## src/rtl/eth_mmio_arbiter.sv

```systemverilog
// eth_mmio_arbiter
//   Shares the single MMIO port of the ethernet controller among num_req_p
//   requesters using round-robin arbitration, with one transaction in flight
//   at a time. Every command toward the controller is registered. Each write
//   ack or read response goes back to the requester that issued it. A
//   watchdog turns a read that never returns data into an error response.
//
// Ports
//   clk_i, reset_n_i            clock, async active-low reset
//   req_v_i / req_ready_o       per-requester valid / one-hot accept (IDLE only)
//   req_addr_i/we/size/data     flattened per-requester command fields
//   resp_v_o                    one-hot, one-cycle response strobe
//   resp_data_o, resp_err_o     read data (0 for writes/errors), timeout flag
//   addr_o .. write_data_o      command toward controller
//   read_data_i, read_data_v_i  read return from controller
module eth_mmio_arbiter #(
    parameter int num_req_p    = 2,
    parameter int addr_width_p = 16,
    parameter int data_width_p = 64,
    parameter int timeout_p    = 64
) (
    input  logic                                 clk_i,
    input  logic                                 reset_n_i,
    input  logic [num_req_p-1:0]                 req_v_i,
    output logic [num_req_p-1:0]                 req_ready_o,
    input  logic [num_req_p*addr_width_p-1:0]    req_addr_i,
    input  logic [num_req_p-1:0]                 req_we_i,
    input  logic [num_req_p*2-1:0]               req_size_i,
    input  logic [num_req_p*data_width_p-1:0]    req_data_i,
    output logic [num_req_p-1:0]                 resp_v_o,
    output logic [data_width_p-1:0]              resp_data_o,
    output logic                                 resp_err_o,
    output logic [addr_width_p-1:0]              addr_o,
    output logic                                 write_en_o,
    output logic                                 read_en_o,
    output logic [1:0]                           op_size_o,
    output logic [data_width_p-1:0]              write_data_o,
    input  logic [data_width_p-1:0]              read_data_i,
    input  logic                                 read_data_v_i
);

    localparam int gw = (num_req_p > 1) ? $clog2(num_req_p) : 1;
    localparam int ww = $clog2(timeout_p + 1);

    typedef enum logic [1:0] {IDLE, ISSUE, WAIT_RD, RESP} state_e;

    typedef struct packed {
        logic [addr_width_p-1:0] addr;
        logic                    we;
        logic [1:0]              size;
        logic [data_width_p-1:0] data;
    } cmd_t;

    state_e                  state, state_n;
    cmd_t                    cmd;
    logic [gw-1:0]           owner, last_grant, winner, idx_g;
    logic                    any_req;
    int                      idx;
    logic [ww-1:0]           wdog;
    logic                    wdog_hit;
    logic [data_width_p-1:0] resp_data;
    logic                    resp_err;

    // Round-robin pick: first requester above last_grant, wrapping.
    always_comb begin
        winner  = last_grant;
        any_req = 1'b0;
        idx     = 0;
        idx_g   = '0;
        for (int k = 1; k <= num_req_p; k++) begin
            idx   = (int'(last_grant) + k) % num_req_p;
            idx_g = gw'(idx);
            if (!any_req && req_v_i[idx_g]) begin
                any_req = 1'b1;
                winner  = idx_g;
            end
        end
    end

    assign wdog_hit = (wdog == ww'(timeout_p - 1));

    // State register
    always_ff @(posedge clk_i or negedge reset_n_i) begin
        if (!reset_n_i) state <= IDLE;
        else            state <= state_n;
    end

    // Next-state logic
    always_comb begin
        state_n = state;
        case (state)
            IDLE:    if (any_req) state_n = ISSUE;
            ISSUE:   state_n = cmd.we ? RESP : WAIT_RD;
            WAIT_RD: if (read_data_v_i || wdog_hit) state_n = RESP;
            RESP:    state_n = IDLE;
            default: state_n = IDLE;
        endcase
    end

    // Outputs
    always_comb begin
        req_ready_o = '0;
        resp_v_o    = '0;
        // No handshake may complete while reset is held.
        if (state == IDLE && any_req && reset_n_i) req_ready_o[winner] = 1'b1;
        if (state == RESP) resp_v_o[owner] = 1'b1;
        write_en_o   = (state == ISSUE) &&  cmd.we;
        read_en_o    = (state == ISSUE) && !cmd.we;
        addr_o       = cmd.addr;
        op_size_o    = cmd.size;
        write_data_o = cmd.data;
        resp_data_o  = resp_data;
        resp_err_o   = resp_err;
    end

    // Datapath: command latch, grant pointer, watchdog, response regs.
    // Response regs default to 0 so they are only non-zero during RESP.
    always_ff @(posedge clk_i or negedge reset_n_i) begin
        if (!reset_n_i) begin
            cmd        <= '0;
            owner      <= '0;
            last_grant <= gw'(num_req_p - 1);
            wdog       <= '0;
            resp_data  <= '0;
            resp_err   <= 1'b0;
        end else begin
            resp_data <= '0;
            resp_err  <= 1'b0;
            case (state)
                IDLE: begin
                    if (any_req) begin
                        cmd <= '{addr: req_addr_i[winner*addr_width_p +: addr_width_p],
                                 we:   req_we_i[winner],
                                 size: req_size_i[winner*2 +: 2],
                                 data: req_data_i[winner*data_width_p +: data_width_p]};
                        owner      <= winner;
                        last_grant <= winner;
                    end
                end
                ISSUE: wdog <= '0;
                WAIT_RD: begin
                    if (wdog != '1) wdog <= wdog + ww'(1);
                    // Valid data beats a simultaneous timeout.
                    if (read_data_v_i) resp_data <= read_data_i;
                    else if (wdog_hit) resp_err <= 1'b1;
                end
                default: ;
            endcase
        end
    end

endmodule

```

## config.mk

```make
export PLATFORM = sky130hd
export DESIGN_NAME = eth_mmio_arbiter
export DESIGN_NICKNAME = d
export VERILOG_FILES = /design/src/rtl/eth_mmio_arbiter.sv
export SDC_FILE = /design/constraint.sdc
export NUM_CORES = 1
export LEC_CHECK = 0
export BUFFER_PORTS_ARGS = -buffer_cell sky130_fd_sc_hd__buf_2
export CAP_MARGIN = 25
export CELL_PAD_IN_SITES_DETAIL_PLACEMENT = 0
export CELL_PAD_IN_SITES_GLOBAL_PLACEMENT = 1
export CORE_UTILIZATION = 30
export CTS_CLUSTER_SIZE = 28
export DETAILED_ROUTE_END_ITERATION = 10
export HOLD_SLACK_MARGIN = 0.03
export PLACE_DENSITY_LB_ADDON = 0.1
export RECOVER_POWER = 25
export SYNTH_ARGS = -nofsm -noshare
export SYNTH_HDL_FRONTEND = slang
export SYNTH_SLANG_ARGS = --single-unit
export TNS_END_PERCENT = 50
```

## constraint.sdc

```tcl
create_clock -name clk_i -period 1.3 [get_ports clk_i]
set_input_delay 0.26 -clock clk_i [delete_from_list [all_inputs] [get_ports clk_i]]
set_output_delay 0.26 -clock clk_i [all_outputs]
set_load 0.1 [all_outputs]
```

==> impl_metrics.ini <==
[status]
outcome = finished, violations left
violations = setup timing

[finish]
drive_above_1_share_pct = 57.6
layoutNonFillerInstCount = 1500
fin_nets = 1399
fillers = 2040
syn_to_final_growth_pct = 93.0
utilization_pct = 59.1

[run]
cap_violations = 0

[detailed_routing]
ant_nets = 0
post_drt_wl_per_cell_um = 20.9
finalWirelength_mm = 31.4
dr_total_vias = 7454
initialDrtViolationCount = 368
vias_per_cell = 4.97
drc = 0
drt_pass1_iterations = 5

[yosys]
synth_seq_cells = 159
synthArstFlopShare_pct = 100
yosysWarnings = 0
avgSynthCellArea_um2 = 9.62
ys_top_cells_by_count = dfrtp_1 (158), buf_4 (92), nor2_1 (91), a31oi_1 (85), nand3_1 (84)
syn_area_um2 = 7450
syn_inst = 774
synth_cell_types = 38
synth_nets = 1014
ys_seq_area_share_pct = 53.4
synth_top_area_share_pct = 53.1
yosysMostFrequentCell = dfrtp_1
synth_edf_count = 0
synthTopCellsByArea = dfrtp_1 (53%), buf_4 (9.3%), a31oi_1 (7.1%)
yosys.area.top_type = dfrtp_1
synthFlopType = dfrtp_1

[place]
hpwl_mm = 19.1
gp_congestion = 0.793
portBuffers = 387
place_inst = 1385

[timing]
worst_pin_slew_ps = 664
final.min_clock_period_ps = 1860
setup_viol = 217
max_freq_mhz = 537
timing.final.hold_violations = 0
maxSlewViolCount = 0
tns_ps = -37030
clock_skew_ps = 9.92
maxSlewHeadroom_pct = 55.7
rsz0062_at_grt = yes
layout_setup_ws_ps = -561
fin_crit_sh_pct = 143

[global_route]
antenna_found_initial = 4
grt_pass1_vias = 7422
grt_pass1_wl_mm = 45.9
grt_use_total_pct = 23.6
gr-total-overflow = 0
grt_max_degree = 67

[pwr]
p_seq_share_pct = 18.8
switching_share_pct = 50.8
comb_power_share_pct = 69.5
p_int_mw = 22.3
irDropWorstVdd_uv = 1650
p_clk_share_pct = 11.7
power_density_nw_per_um2 = 3150
leakage_nw = 6.73
p_sw_mw = 23.0

[floorplan]
core_area_um2 = 24300
die_h_um = 160
placementRows = 57
die_x_um = 160
initial_core_util_pct = 30.6
die_area_um2 = 25500
io-pin-count = 388

[clock_network]
tritoncts = yes
htree_levels = 4
numCtsBuffers = 17
clk_pin_slew_ps = 80
insertion_delay_ps = 420
max-clock-path-buffers = 2
cts-root-buf = clkbuf_16
cts.sink_count = 159

[hold_path]
hp-class = in -> reg

[worst_setup_path]
worst_setup_path_start_kind = flip-flop
cp_max_fo = 3
critPathCaptureType = primary output
required_ps = 1040
critical_path_arrival_ps = 1600
critical_path_class = reg -> out
-- layout by cell type, fill, tap and decap left out, types with 22 or more instances in the layout --
master / Yosys / final
a31oi_1: 85 / 81
and3_1: 64 / 37
and3_4: 0 / 27
buf_12: 0 / 166
buf_16: 0 / 22
buf_2: 29 / 233
buf_4: 92 / 44
buf_6: 0 / 33
clkbuf_16: 0 / 26
dfrtp_1: 158 / 155
nand3_1: 84 / 69
nor2_1: 91 / 71
o21ai_1: 49 / 49
o21ai_2: 0 / 30
-- sequential cells by signal, indices dropped and copies added, names as in the netlist --
name / cells
wdog: 7
last_grant: 1
write_data_o: 64
resp_data_o: 64
resp_err_o: 1
op_size_o: 2
state: 2
addr_o: 16
cmd: 1
owner: 1
-- layout make-up --
type                    instances  area, µm²  share of cell area [%]
repair buffers                518       6220                    43.3
flip-flops and latches        159       3980                    27.7
multi-input cells             457       3110                    21.7
clock buffers                  17        425                    2.96
well taps                     324        405                    2.82
clock inverters                15        194                    1.35
inverters                       6       22.5                   0.157
diodes                          4       10.0                  0.0696
-- metrics by stage --
step	total power, mW	setup slack, ps	area [µm²]	hold slack (ps)
after global routing	47.0	-641	14400	49.0
final	45.3	-561	14400	76.0
after detailed placement	34.5	-353	11600	327
after CTS	44.0	-581	13700	49.8
after global placement	34.4	-276	11600	318
after floorplan	26.0	-853	7500	-35.6
-- per-layer routing --
layer / wire length, µm / track usage [%] / vias up
met5: 0 / 0 / -
met4: 686 / 7.78 / 0
met3: 1930 / 6.93 / 43
met2: 15800 / 39.2 / 270
met1: 13000 / 29.3 / 3678
li1: - / - / 3463
-- power groups by stage --
stage	Sequential (mW)	Clock, mW	Combinational [mW]
after global routing	8.70	5.63	32.6
after CTS	8.53	5.43	30.0
final	8.50	5.29	31.5
after detailed placement	8.54	0	26.0
after floorplan	9.57	0	16.4
after global placement	8.46	0	25.9
-- critical path, stage by stage, from the launching register on --
cell	delay (ps)
dfstp_2	390
and2b_2	230
buf_12	140
nor3_4	210
buf_12	200
-- timing repair --
item / in CTS / in global routing
hold endpoints to repair: 63 / 0
hold buffers: 1 / 0
pin swaps: 73 / 25
gates resized for setup: 204 / 79
endpoints found under the setup margin: 231 / 270
setup buffers: 33 / 19
cloned: 22 / 12
-- cells by family (layout without fill, tap and decap cells) --
family / count (synthesis) / after routing / share of synthesized area (%)
multiplexers: 2 / 2 / 0.269
other: 0 / 4 / 0
AND/OR/NAND/NOR: 261 / 261 / 17.6
buffers and inverters: 158 / 556 / 13.1
adder cells (fa/ha/maj): 5 / 5 / 0.840
flip-flops: 159 / 159 / 53.4
AO/OA/AOI/OAI: 189 / 189 / 14.7
-- final timing paths --
path / start / end / slack (ps) / cells after the start
setup / recovery: last_grant / req_ready_o[0] / -560 / 4
hold / removal: read_data_i[54] / resp_data_o[54] / 80 / 2
setup reg to reg: state[1] / write_data_o[56] / -340 / 8
hold reg to reg: write_data_o[2] / write_data_o[2] / 590 / 2
max in group asynchronous: reset_n_i / write_data_o[44] / -70 / 4
min in group asynchronous: reset_n_i / resp_data_o[57] / 540 / 3
No activity file was read; power rests on OpenSTA's default activity.
